[src/rtl/alu_seq_core.sv]
// Multi-cycle ALU core: run/done/busy handshake, iterative Booth MUL and restoring DIV.
// Optional ALU_FLAGS_EN builds the {Z,C,V,DZ} flags register.
module alu_seq_core #(
    parameter int DW   = 8,
    parameter int NREG = 2,
    parameter int RW   = $clog2(NREG),
    parameter int SHW  = $clog2(DW),
    parameter int IW   = 4 + SHW + RW + DW
) (
    input  logic            clk,
    input  logic            rst,
    input  logic            run,
    input  logic [IW-1:0]   DIN,
    output logic            busy,
    output logic            done,
    output logic [2*DW-1:0] G,
    output logic [3:0]      flags
);

    typedef enum logic [1:0] {S_IDLE, S_DECODE, S_EXEC} state_t;

    localparam logic [3:0] OP_MOVI = 4'd0;
    localparam logic [3:0] OP_AND  = 4'd1;
    localparam logic [3:0] OP_OR   = 4'd2;
    localparam logic [3:0] OP_NAND = 4'd3;
    localparam logic [3:0] OP_XOR  = 4'd4;
    localparam logic [3:0] OP_XNOR = 4'd5;
    localparam logic [3:0] OP_NOR  = 4'd6;
    localparam logic [3:0] OP_NOT  = 4'd7;
    localparam logic [3:0] OP_SHL  = 4'd8;
    localparam logic [3:0] OP_SHR  = 4'd9;
    localparam logic [3:0] OP_INC  = 4'd10;
    localparam logic [3:0] OP_DEC  = 4'd11;
    localparam logic [3:0] OP_ADD  = 4'd12;
    localparam logic [3:0] OP_SUB  = 4'd13;
    localparam logic [3:0] OP_MUL  = 4'd14;
    localparam logic [3:0] OP_DIV  = 4'd15;

    state_t           state_q, state_d;
    logic [IW-1:0]    ir;
    logic [DW-1:0]    a;
    logic [DW-1:0]    r [NREG];
    logic [SHW-1:0]   cnt;
    logic [DW:0]      acc, acc_n;
    logic [DW-1:0]    q, q_n;
    logic             q1, q1_n;
    logic [DW:0]      sum, rs, diff;
    logic [DW:0]      add_r;
    logic [DW-1:0]    sub_r;
    logic [DW-1:0]    lo;
    logic [2*DW-1:0]  res;

    logic [3:0]       op;
    logic [SHW-1:0]   sh;
    logic [RW-1:0]    rx;
    logic [DW-1:0]    imm;
    logic             iter, last, fin;

    assign op   = ir[IW-1 -: 4];
    assign sh   = ir[DW+RW +: SHW];
    assign rx   = ir[DW +: RW];
    assign imm  = ir[DW-1:0];
    assign iter = (op == OP_MUL) || (op == OP_DIV);
    assign last = (cnt == SHW'(DW-1));
    assign fin  = (state_q == S_EXEC) && (!iter || last);
    assign busy = (state_q != S_IDLE);

    always_ff @(posedge clk) begin
        if (rst) state_q <= S_IDLE;
        else     state_q <= state_d;
    end

    always_comb begin
        state_d = state_q;
        case (state_q)
            S_IDLE:   if (run) state_d = S_DECODE;
            S_DECODE: state_d = (op == OP_MOVI) ? S_IDLE : S_EXEC;
            S_EXEC:   if (!iter || last) state_d = S_IDLE;
            default:  state_d = S_IDLE;
        endcase
    end

    // One iteration step: Booth add/sub + arithmetic shift, or restoring divide
    always_comb begin
        acc_n = acc;
        q_n   = q;
        q1_n  = q1;
        sum   = '0;
        rs    = '0;
        diff  = '0;
        if (op == OP_MUL) begin
            case ({q[0], q1})
                2'b01:   sum = acc + {a[DW-1], a};
                2'b10:   sum = acc - {a[DW-1], a};
                default: sum = acc;
            endcase
            acc_n = {sum[DW], sum[DW:1]};
            q_n   = {sum[0], q[DW-1:1]};
            q1_n  = q[0];
        end else begin
            rs   = {acc[DW-1:0], q[DW-1]};
            diff = rs - {1'b0, imm};
            if (diff[DW]) begin
                acc_n = rs;
                q_n   = {q[DW-2:0], 1'b0};
            end else begin
                acc_n = diff;
                q_n   = {q[DW-2:0], 1'b1};
            end
        end
    end

    assign add_r = {1'b0, a} + {1'b0, imm};
    assign sub_r = a - imm;

    always_comb begin
        lo  = '0;
        res = '0;
        case (op)
            OP_AND:  lo = a & imm;
            OP_OR:   lo = a | imm;
            OP_NAND: lo = ~(a & imm);
            OP_XOR:  lo = a ^ imm;
            OP_XNOR: lo = ~(a ^ imm);
            OP_NOR:  lo = ~(a | imm);
            OP_NOT:  lo = ~a;
            OP_SHR:  lo = a >> sh;
            OP_INC:  lo = a + DW'(1);
            OP_DEC:  lo = a - DW'(1);
            OP_SUB:  lo = sub_r;
            default: lo = '0;
        endcase
        case (op)
            OP_SHL:         res = {{DW{1'b0}}, a} << sh;
            OP_ADD:         res = {{(DW-1){1'b0}}, add_r};
            OP_MUL, OP_DIV: res = {acc_n[DW-1:0], q_n};
            default:        res = {{DW{1'b0}}, lo};
        endcase
    end

    always_ff @(posedge clk) begin
        if (rst) begin
            ir   <= '0;
            a    <= '0;
            cnt  <= '0;
            acc  <= '0;
            q    <= '0;
            q1   <= 1'b0;
            G    <= '0;
            done <= 1'b0;
            for (int i = 0; i < NREG; i++) r[i] <= '0;
        end else begin
            done <= 1'b0;
            case (state_q)
                S_IDLE: if (run) ir <= DIN;
                S_DECODE: begin
                    a   <= r[rx];
                    cnt <= '0;
                    acc <= '0;
                    q1  <= 1'b0;
                    q   <= (op == OP_MUL) ? imm : r[rx];
                    if (op == OP_MOVI) begin
                        r[rx] <= imm;
                        done  <= 1'b1;
                    end
                end
                S_EXEC: begin
                    if (iter) begin
                        acc <= acc_n;
                        q   <= q_n;
                        q1  <= q1_n;
                        cnt <= cnt + SHW'(1);
                    end
                    if (fin) begin
                        G    <= res;
                        done <= 1'b1;
                    end
                end
                default: ;
            endcase
        end
    end

`ifdef ALU_FLAGS_EN
    logic [3:0] flags_q;
    logic       fz, fc, fv, fdz;

    always_comb begin
        fz  = (res == '0);
        fc  = 1'b0;
        fv  = 1'b0;
        fdz = (op == OP_DIV) && (imm == '0);
        if (op == OP_ADD) begin
            fc = add_r[DW];
            fv = ~(a[DW-1] ^ imm[DW-1]) & (add_r[DW-1] ^ a[DW-1]);
        end else if (op == OP_SUB) begin
            fc = (a < imm);
            fv = (a[DW-1] ^ imm[DW-1]) & (sub_r[DW-1] ^ a[DW-1]);
        end
    end

    always_ff @(posedge clk) begin
        if (rst)      flags_q <= '0;
        else if (fin) flags_q <= {fz, fc, fv, fdz};
    end

    assign flags = flags_q;
`else
    assign flags = 4'b0;
`endif

endmodule

[config.mk]
export PLATFORM = sky130hd
export DESIGN_NAME = alu_seq_core
export DESIGN_NICKNAME = d
export VERILOG_FILES = /design/src/rtl/alu_seq_core.sv
export SDC_FILE = /design/constraint.sdc
export NUM_CORES = 1
export LEC_CHECK = 0
export BUFFER_PORTS_ARGS = -buffer_cell sky130_fd_sc_hd__buf_4
export CORE_MARGIN = 2
export CORE_UTILIZATION = 60
export CTS_BUF_LIST = sky130_fd_sc_hd__clkbuf_8
export CTS_CLUSTER_SIZE = 40
export DETAILED_ROUTE_END_ITERATION = 7
export PLACE_DENSITY = 0.78
export SKIP_CTS_REPAIR_TIMING = 1
export SYNTH_ARGS = -nofsm -noshare
export SYNTH_HDL_FRONTEND = slang
export SYNTH_SLANG_ARGS = --single-unit
[constraint.sdc]
create_clock -name clk -period 3.8 [get_ports clk]
set_input_delay 0.38 -clock clk [delete_from_list [all_inputs] [get_ports clk]]
set_output_delay 0.38 -clock clk [all_outputs]
set_load 0.01 [all_outputs]
-- Yosys cells after proc, flatten, opt, wreduce, memory -nomap -nowiden
Memories as Yosys holds them, arrays and structs flattened. A register that Yosys moved wholly into a read port is not among the register bits.
Index checks and enable logic that the tools add are counted.
- add/subtract/negate cells: 8
- multiply operators: 0
- divide/modulo/power cells: 0
- $lt $le $gt $ge: 0
- equal/unequal tests: 24
- shifts and indexed selects: 2
- multiplexer cells: 34
- bitwise gates (word level): 7
- reduce and logical (&&, ||, !) cells: 15
- operators with widths (kind ; number):
    $pmux W8 S11 ; 1
    $pmux W16 S3 ; 1
    $pmux W9 S2 ; 2
    $eq A4 B4 Y1 const B ; 8
    $mux W8 ; 4
    $not A8 Y8 ; 4
    $mux W9 ; 3
    $eq A4 B3 Y1 const B ; 4
    $pmux W8 S2 ; 1
    $shl A8 B3 Y16 ; 1
    $mux W1 ; 14
    $add A8 B8 Y9 ; 1
    $add A9 B9 Y9 ; 1
    $sub A9 B8 Y9 ; 1
    $sub A9 B9 Y9 ; 1
    $add A8 B1 Y8 const B ; 1
    $and A8 B8 Y8 ; 1
    $eq A4 B2 Y1 const B ; 2
    $or A8 B8 Y8 ; 1
    $reduce_and A2 Y1 ; 4
    $reduce_or A8 Y1 ; 1
    $shr A8 B3 Y8 ; 1
    $sub A8 B1 Y8 const B ; 1
    $sub A8 B8 Y8 ; 1
    other kinds (21) ; 30
- bits in registers: 64
- bits in latches: 0
- RAM bits: 16
- memory bits (read-only): 0
- bits of input ports: 19
- output and inout port bits: 22
- logic and storage cells: 100
- memories: 1
- memory list (name ; depth ; width ; rd ports ; clocked after memory_dff ; write ports ; RTL line ; source):
    r ; 2 ; 8 ; 1 ; 1 ; 2 ; 42 ; logic [DW-1:0] r [NREG];

-- Depth between registers and ports, before layout
Gate-level depths: netlist of run 1.
- depth after elaboration: 7
- mapped depth: 15
- gate-level depth less buffers: 15

-- Worst setup path before layout of run 1
No wires, ideal clock.
- path kind: reg2reg
- start: register ir[2]
- end: register acc[2]
- setup time: 128 ps
- data arrival time: 2711 ps
- required time: 3672 ps
- path slack: 961 ps
- stages on the path, launching flop included: 14
- path buffers: 1
- period minus slack after synthesis: 2839 ps
- path through: dfxtp_1 -> inv_1 -> ha_1 -> nor2b_1 -> o2111ai_1 -> nand3b_1 -> a21o_1 -> a21o_1 -> ha_1 -> clkbuf_1 -> mux2i_1 -> nand2_1 -> a32oi_1 -> nor2_1
- word-level cells in the longest chain between the ends: 5
- RTL lines (element ; RTL line ; source):
    start, declared ; 40 ; logic [IW-1:0] ir;
    start signal, assigned ; 143 ; ir <= '0;
    start signal, assigned ; 155 ; S_IDLE: if (run) ir <= DIN;
    $sub A9 B8 Y9 ; 102 ; diff = rs - {1'b0, imm};
    $mux W9 ; 103 ; if (diff[DW]) begin
    $mux W9 ; 91 ; if (op == OP_MUL) begin
    $mux W9 ; 168 ; if (iter) begin
    $pmux W9 S2 ; 154 ; case (state_q)
    end signal, assigned ; 169 ; acc <= acc_n;
    end, declared ; 44 ; logic [DW:0] acc, acc_n;
Every way passes these cells. The select of a mux whose other input is x is not followed.
A chain may end at the register's enable or synchronous reset.

-- Worst setup path in the final report of run 1
- start: register ir[2]
- end: register G[12]
- word-level cells in the longest chain between the ends: 4
- RTL lines (element ; RTL line ; source):
    $sub A9 B8 Y9 ; 102 ;
    $mux W9 ; 103 ;
    $mux W9 ; 91 ;
    $pmux W16 S3 ; 133 ; case (op)
    end signal, assigned ; 175 ; G <= res;
    end, declared ; 16 ; output logic [2*DW-1:0] G,
Every way passes these cells.

==> summary.txt, run 1 <==
CTS
  – Clock Tree Root: clkbuf_8
  – CTS Buf Count: 9
  – Clock Latency Late Sink: 400 ps
  – Clock sink total: between 80 and 90
  – Reg clk slew, reported paths: 100 ps
  – CTS tree: built
  – H-tree Lvls: 3
  – Clock Path Buffers: 2

GRT
  – Initial antenna violation count: 0
  – GRT overflow: 0
  – Overall routing resource usage: between 30% and 40%
  – Vias in the first global route: roughly 6400
  – Largest net degree at the start of global routing: 77
  – First-pass GRT wire length: ~34 mm

Power
  – Pleak: 0.00280 uW
  – Pwr Density: roughly 330 mW/mm2
  – IR drop worst, VDD: roughly 0.22 mV

Synthesis
  – Top_reg_cell synth: dfxtp_1
  – Synthesized cell area: 0.00686 mm2
  – Ys async rst share: 0%
  – Synth area leaders: dfxtp_1, ha_1, edfxtp_1
  – Cell variety after synth: 81
  – Avg Synthesized Cell Area: 8.14 um2
  – Yosys top cell area share: around a fifth
  – Syn Inst Count: 843
  – Post-synthesis register bit count: 81
  – Share of the yosys chip area belonging to registers: 26.0%
  – Ys Warns: 0
  – Post-synth EDFFs: 16
  – Leading area contributor after synthesis: dfxtp_1

Routing
  – Routed length per instance: 21.7 um
  – Via count: 6695
  – DR iter-0 viols: 810
  – Drt total wl: 21.6 mm
  – Post-DRT Antenna Nets: 0
  – Drt first pass iters: 6
  – DRC viols: 0
  – Via-to-Cell Ratio: 6.72

STA
  – Hold Fails Final Rpt: 0
  – RSZ-0062 raised after global routing: false
  – Fin crit period: 3370 ps
  – Slew @ Worst Pin: between 800 and 900 ps
  – Final TNS setup: 0 ps
  – Max Clk Rate: ~0.30 GHz
  – Slew HR: between 40% and 50%
  – Setup Skew: 13.4 ps
  – Fin crit share: 88.6%
  – Slew Limit Fails: 0
  – Final setup fails: 0

Critical path
  – CP Max Fanout: 16
  – Worst EP required: 4060 ps
  – CP endpoint kind: flop
  – Worst R2R Path Depth: 12
  – Crit Path Category: flop to flop
  – Worst path top cell family by delay: compound AO/OA/AOI/OAI gates
  – Cell count along the critical path: 12
  – CP bufs+invs: 1
  – Crit path largest cell delay: 560 ps
  – WP data arrival: 3620 ps
  – Critical Path Slowest Stage Cell: ha_1
  – Crit-path cells: inv_1 -> ha_1 -> nor2b_1 -> o2111ai_1 -> nand3b_1 -> a21o_1 -> a21o_1 -> ha_1 -> nor2b_1 -> a31o_2 -> a221oi_1 -> a211oi_1
  – Startpoint Class: flop

Die
  – Die height: about 110 um
  – I/O pin cnt: between 40 and 50
  – Num rows: 39
  – CORE AREA: between 0.01 and 0.015 mm2
  – Die area: ~0.012 mm2
  – Chip width: roughly 110 um
  – Initial Util: between 60 and 70%

Final layout
  – Area Growth Syn to Fin: 6.33%
  – Core Util, Final: roughly two thirds
  – Most common cell after layout, fill and taps aside: nand2_1
  – Layout cells sized above 1: approximately 11%
  – Fillcell total: 963
  – Most frequent cells in the layout: nand2_1, a21oi_1, nor2_1
  – Diodes inserted: 0
  – Nets: 919

Worst hold path
  – Worst Hold Class: input port to flop
  – Hold depth: 3

Run
  – Max_cap viols: 0

Placement
  – Global placement routability congestion: 1.01
  – DP Wirelength: 16.0 mm
  – Buffers on Ports: 36

Status
  – Status: finished, final reports clean
-- registers in the layout (all words and copies together), names as in the netlist, named ones only --
signal   cells
done         1
cnt          3
q            8
a            8
r           16
state_q      2
acc          9
G           16
ir          16
q1           1
-- kinds of logic after synthesis --
group	share of synthesized area, %
flops	26.0
compound gates	25.9
buf+inv	7.13
mux	7.99
xor+xnor	3.58
simple gates	19.5
other cells	0.0547
fa+ha+maj	9.92
-- path summary, 6_finish.rpt --
kind                        endpoint                from  slack, ps
hold / removal    ir[7]$_SDFFE_PP0P_              DIN[7]        220
hold reg to reg   G[15]$_SDFFE_PP0P_  G[15]$_SDFFE_PP0P_        460
setup reg to reg  G[12]$_SDFFE_PP0P_  ir[2]$_SDFFE_PP0P_        430
setup / recovery  G[12]$_SDFFE_PP0P_  ir[2]$_SDFFE_PP0P_        430
-- Yosys cell counts (5+ instances only) --
cell type  number
o21ai_1         5
buf_4          13
nand3b_1        7
buf_2          19
a21oi_1        75
clkbuf_1       26
o21bai_1        6
mux4_2          6
or3_1           8
xor2_1         12
o21ai_0        40
a31oi_1         9
mux2i_1        39
ha_1           48
o2111ai_1       7
a22oi_1        13
o211ai_1       12
o21a_1          8
o31ai_1         8
nand2_1        91
a32oi_1         6
nor3_1          7
a21o_1         11
edfxtp_1       16
nor4_1          8
nor2_1         73
nand2b_1        9
nor2b_1        14
a211oi_1       23
inv_1          36
dfxtp_1        65
o22ai_1         5
xnor2_1        16
nand3_1        10
and2_1         11
-- power by group --
part	switching [uW]	leakage [uW]	internal, uW
Sequential	54.6	0.000695	916
Combinational	514	0.00201	311
Clock	379	0.0000976	263
Total	947	0.00280	1490
-- tightest hold or removal path, stage by stage --
cell,delay (ps)
buf_4,110
nand2_1,40
a21oi_1,50
-- per-stage QoR --
step | hold slack [ps] | std cells | area, um2 | setup WS (ps) | total power [uW]
CTS | 212 | 996 | 7290 | 504 | 2410
floorplan | 436 | 846 | 6870 | 961 | 1570
detailed placement | 448 | 980 | 7110 | 538 | 1780
global placement | 443 | 980 | 7110 | 593 | 1760
finish | 219 | 996 | 7290 | 434 | 2440
global route | 222 | 996 | 7290 | 237 | 2540
-- area by class of cell --
class	instances	area [um2]	area share [%]
Clock buffer	10	138	1.89
Clock inverter	6	48.8	0.669
Inverter	37	141	1.94
Multi-Input combinational cell	665	4600	63.1
Sequential cell	81	1780	24.4
Tap cell	143	179	2.45
Timing Repair Buffer	54	405	5.56
-- per-layer routing --
| layer | vias up | share of wire (%) | global-route usage (%) | wire (um) |
|---|---|---|---|---|
| met2 | 421 | 44 | 54.1 | 9570 |
| met3 | 75 | 11 | 8.09 | 2360 |
| met4 | 0 | 4.7 | 17.5 | 1010 |
| met5 | - | 0 | 0 | 0 |
| li1 | 3088 | - | - | - |
| met1 | 3111 | 40 | 45.7 | 8640 |
Note: power is estimated with default switching activity, not from simulation.
==> run 2: changes to the inputs <==
Settings changed: CORE_ASPECT_RATIO from default to 0.6, PLACE_DENSITY 0.78 to 0.79.
==> summary.txt, run 2 (same netlist as run 1, synthesis figures left out) <==
STA
  – Fin crit period: 3480 ps
  – Fin crit share: roughly nine tenths
  – Final setup fails: 0
  – RSZ-0062 raised after global routing: false
  – Slew @ Worst Pin: 905 ps
  – Hold Fails Final Rpt: 0
  – Slew Limit Fails: 0
  – Max Clk Rate: 0.288 GHz
  – Setup Skew: 15.2 ps
  – Slew HR: 39.6%
  – Hold Slack: around 230 ps
  – Final TNS setup: 0 ps

Power
  – Sw Ratio: approximately two fifths
  – IR drop worst, VDD: 0.205 mV
  – Combinational share of power: roughly a third
  – Register share of total power: 39.6%
  – P_sw: ~1000 uW
  – Int Pwr: 1490 uW
  – Pwr Density: 340 mW/mm2
  – Power share of the clock group: 27.1%
  – Pleak: 0.00283 uW

Routing
  – Post-DRT Antenna Nets: 0
  – Routed length per instance: approximately 23 um
  – DR iter-0 viols: approximately 920
  – Via count: 6881
  – Via-to-Cell Ratio: 6.87
  – DRC viols: 0
  – Drt total wl: 23.5 mm
  – Drt first pass iters: 6

Final layout
  – Most common cell after layout, fill and taps aside: nand2_1
  – Most frequent cells in the layout: nand2_1, a21oi_1, nor2_1
  – Nets: roughly 900
  – Biggest regs: G x16, ir x16, r x16
  – Layout cells sized above 1: 11.8%
  – Non-Filler Instances: between 1000 and 1500
  – Area Growth Syn to Fin: 7.10%

CTS
  – H-tree Lvls: 3
  – Clock Path Buffers: 2
  – Clock Latency Late Sink: about 380 ps
  – Reg clk slew, reported paths: roughly 110 ps
  – CTS Buf Count: 9
  – Clock sink total: 81
  – Clock Tree Root: clkbuf_8
  – CTS tree: built

GRT
  – Initial antenna violation count: 0
  – Overall routing resource usage: 38.9%
  – First-pass GRT wire length: 36.1 mm
  – Vias in the first global route: between 6000 and 7000
  – GRT overflow: 0
  – Largest net degree at the start of global routing: 77

Critical path
  – Reg-to-Reg Start: ir[2]$_SDFFE_PP0P_
  – CP endpoint kind: flop
  – Crit Path Category: flop to flop
  – WP data arrival: 3690 ps
  – Worst EP required: 4020 ps
  – Startpoint Class: flop
  – CP Max Fanout: 16
  – Worst R2R Path Depth: 13
  – Worst R2R Setup Slack: around 320 ps
  – Worst r2r dst: G[8]$_SDFFE_PP0P_
  – Critical Path Source: ir[2]$_SDFFE_PP0P_

Worst hold path
  – Hold depth: 3
  – Worst hold path endpoint: ir[6]$_SDFFE_PP0P_
  – Worst Hold Class: input port to flop
  – Hold Startpoint: DIN[6]

Die
  – Initial Util: approximately 61%
  – Die area: 0.0123 mm2
  – I/O pin cnt: 41
  – CORE AREA: 0.0112 mm2
  – Chip width: about 140 um
  – Num rows: 30
  – Die height: 86.8 um

Status
  – Status: finished, final reports clean

Placement
  – Buffers on Ports: 36
  – Global placement routability congestion: 1.12
  – DP Wirelength: 17.9 mm
  – Number of placed cells counting well taps: 985

Run
  – Max_cap viols: 0
## run 2: cell types whose count changed in the layout (fill, tap and decap cells not counted), sizes merged
cell and delta:
clkbuf -1, buf +4, inv +1, diode +1
## run 2: power by group through the flow
| stage | logic [uW] | clock network, uW | registers, uW |
|---|---|---|---|
| final | 831 | 677 | 987 |
| after floorplan | 610 | 0 | 964 |
| after detailed placement | 798 | 0 | 1000 |
| after global placement | 785 | 0 | 999 |
| after CTS | 802 | 677 | 983 |
| after global routing | 897 | 708 | 991 |
## run 2: final cells by class
type	instances	area, um2
repair buffers	58	435
clock inverters	7	81.3
flip-flops and latches	81	1780
diodes	1	2.50
well taps	144	180
multi-input cells	665	4600
clock buffers	9	124
inverters	37	141
fillers	947	3880
## run 2: worst max-delay path, stage by stage (launching register included)
cell and delay [ps]:
dfxtp_1 410, inv_1 120, ha_1 370, nor2b_1 170, o2111ai_1 190, nand3b_1 140
a21o_1 200, a21o_1 180, ha_1 590, a21oi_1 160, o211ai_1 260, o21ai_1 100
a211oi_1 270, a211oi_1 140
## run 2: stage by stage
stage | cell area, um2 | utilization, % | total power [uW] | setup slack (ps)
2_1_floorplan | 6870 | - | 1570 | 961
3_3_place_gp | 7140 | 63.6 | 1780 | 571
6_report | 7350 | 65.5 | 2490 | 322
4_1_cts | 7340 | 65.4 | 2460 | 366
3_5_place_dp | 7140 | 63.6 | 1800 | 404
5_1_grt | 7340 | 65.4 | 2600 | 128
## run 2: routing by layer
metal | vias up | track usage (%) | routed length (um)
li1 | 3088 | - | -
met1 | 3206 | 57.3 | 10200
met2 | 535 | 53.4 | 9210
met3 | 52 | 13.5 | 3550
met4 | 0 | 11.0 | 568
met5 | - | 0 | 0
## run 2: how the worst max path moves through the flow
stage | endpoint | slack (ps) | cells past startpoint
finish | G[8]$_SDFFE_PP0P_ | 320 | 13
global route | G[8]$_SDFFE_PP0P_ | 130 | 13
floorplan | acc[2]$_SDFFE_PP0P_ | 960 | 13
detailed placement | G[8]$_SDFFE_PP0P_ | 400 | 13
CTS | G[8]$_SDFFE_PP0P_ | 370 | 13
global placement | G[8]$_SDFFE_PP0P_ | 570 | 13
==> run 3: changes to the inputs <==
Settings changed: HOLD_SLACK_MARGIN from default to 0.08.
Clock period 3.8 ns to 4.1 ns, I/O delays scaled along.
==> summary.txt, run 3 (same netlist as run 1, synthesis figures left out) <==
Status
  – Status: finished, final reports clean

GRT
  – GRT overflow: 0
  – Vias in the first global route: 6099
  – First-pass GRT wire length: roughly 35 mm
  – Initial antenna violation count: 0
  – Largest net degree at the start of global routing: 77
  – Overall routing resource usage: 38.1%

Placement
  – DP Wirelength: 17.4 mm
  – Buffers on Ports: 36
  – Number of placed cells counting well taps: 980
  – Post-placement setup slack: 808 ps
  – Global placement routability congestion: 1.12

STA
  – Setup Skew: approximately 10 ps
  – Slew @ Worst Pin: approximately 1300 ps
  – RSZ-0062 raised after global routing: false
  – Slew Limit Fails: 0
  – Post-route worst setup slack: ~670 ps
  – Final setup fails: 0
  – Slew HR: 13.3%
  – Fin crit share: 83.7%
  – Hold Fails Final Rpt: 0
  – Max Clk Rate: 0.291 GHz
  – Final TNS setup: 0 ps
  – Fin crit period: 3430 ps

Routing
  – Drt total wl: 23.1 mm
  – Routed length per instance: 23.2 um
  – Met3 wire length: approximately 3.6 mm
  – Drt first pass iters: 6
  – DRC viols: 0
  – Post-DRT Antenna Nets: 0
  – Post-Route M1 WL: ~10 mm
  – Via-to-Cell Ratio: 6.87
  – Top Metal Used: met4
  – Via count: 6843
  – Met2 WL: 9.07 mm
  – DR iter-0 viols: about 840

Worst hold path
  – Hold depth: 3
  – Worst Hold Class: input port to flop
  – Hold Startpoint: DIN[1]
  – Worst hold path endpoint: ir[1]$_SDFFE_PP0P_

Die
  – Die height: 86.8 um
  – Num rows: 30
  – CORE AREA: 0.0112 mm2
  – Chip width: roughly 140 um
  – I/O pin cnt: 41
  – Die area: approximately 0.012 mm2
  – Initial Util: 61.1%

CTS
  – Reg clk slew, reported paths: 100 ps
  – Clock Latency Late Sink: 390 ps
  – Clock sink total: 81
  – CTS tree: built
  – Clock Path Buffers: 2
  – H-tree Lvls: 3
  – CTS Buf Count: 9
  – Clock Tree Root: clkbuf_8

Critical path
  – Startpoint Class: flop
  – Worst R2R Path Depth: 13
  – WP data arrival: 3670 ps
  – Worst r2r dst: G[8]$_SDFFE_PP0P_
  – CP bufs+invs: 1
  – Reg-to-Reg Start: ir[2]$_SDFFE_PP0P_
  – Worst R2R Setup Slack: 670 ps
  – Crit Path Category: flop to flop
  – Worst path top cell family by delay: compound AO/OA/AOI/OAI gates
  – Worst EP required: 4340 ps
  – Crit-path cells: inv_1 -> ha_1 -> nor2b_1 -> o2111ai_1 -> nand3b_1 -> a21o_1 -> a21o_1 -> ha_1 -> a21oi_1 -> o211ai_1 -> o21ai_1 -> a211oi_1 -> a211oi_1
  – Crit path largest cell delay: 580 ps
  – CP Max Fanout: 16
  – CP endpoint kind: flop
  – Critical Path Slowest Stage Cell: ha_1

Final layout
  – Diodes inserted: 0
  – Area Growth Syn to Fin: 6.51%
  – Fillcell total: 940
  – Most common cell after layout, fill and taps aside: nand2_1
  – Non-Filler Instances: 996
  – Nets: 918
  – Most frequent cells in the layout: nand2_1, a21oi_1, nor2_1
  – Biggest regs: G x16, ir x16, r x16
  – Layout cells sized above 1: 11.3%

Run
  – Max_cap viols: 0

Power
  – Pwr Density: between 300 and 400 mW/mm2
  – IR drop worst, VDD: a little over 0.2 mV
  – Pleak: 0.00280 uW
-- run 3: cell types whose count changed in the layout (fill, tap and decap cells not counted) --
cell and change:
buf_4 -5, diode_2 -1
-- run 3: per-stage QoR --
| step | total power, uW | cell area, um2 | hold WS, ps | utilization [%] |
|---|---|---|---|---|
| finish | 2320 | 7310 | 258 | 65.1 |
| global route | 2410 | 7310 | 265 | 65.1 |
| CTS | 2280 | 7310 | 258 | 65.1 |
| detailed placement | 1660 | 7100 | 448 | 63.3 |
| global placement | 1650 | 7100 | 443 | 63.3 |
| floorplan | 1460 | 6870 | 436 | - |
-- run 3: metal layers --
layer	track usage (%)	up-vias
met4	8.73	0
met3	14.3	41
met1	55.9	3184
met5	0	-
li1	-	3082
met2	52.5	536
-- run 3: where the power goes --
part	internal, uW	switching [uW]
clock network	244	392
registers	849	69.7
logic	287	473
-- run 3: worst max path at each step --
stage                       startpoint             endpoint  slack [ps]  depth (start not counted)
CTS                 ir[2]$_SDFFE_PP0P_    G[8]$_SDFFE_PP0P_         770                         13
detailed placement  ir[2]$_SDFFE_PP0P_    G[8]$_SDFFE_PP0P_         810                         13
floorplan           ir[2]$_SDFFE_PP0P_  acc[2]$_SDFFE_PP0P_        1260                         13
global route        ir[2]$_SDFFE_PP0P_    G[8]$_SDFFE_PP0P_         480                         13
finish              ir[2]$_SDFFE_PP0P_    G[8]$_SDFFE_PP0P_         670                         13
global placement    ir[2]$_SDFFE_PP0P_    G[8]$_SDFFE_PP0P_         880                         13
-- run 3: cell type report --
| type | instances | area (um2) | share of cell area (%) |
|---|---|---|---|
| Multi-Input combinational cell | 665 | 4600 | 63.0 |
| Sequential cell | 81 | 1780 | 24.4 |
| Timing Repair Buffer | 53 | 398 | 5.45 |
| Tap cell | 144 | 180 | 2.47 |
| Inverter | 37 | 141 | 1.94 |
| Clock buffer | 9 | 124 | 1.70 |
| Clock inverter | 7 | 81.3 | 1.11 |
-- run 3: worst min-delay path: cells and delay by family --
kind / cells / cell delay, ps
buf+inv: 1 / 110
compound gates: 1 / 50
simple gates: 1 / 40
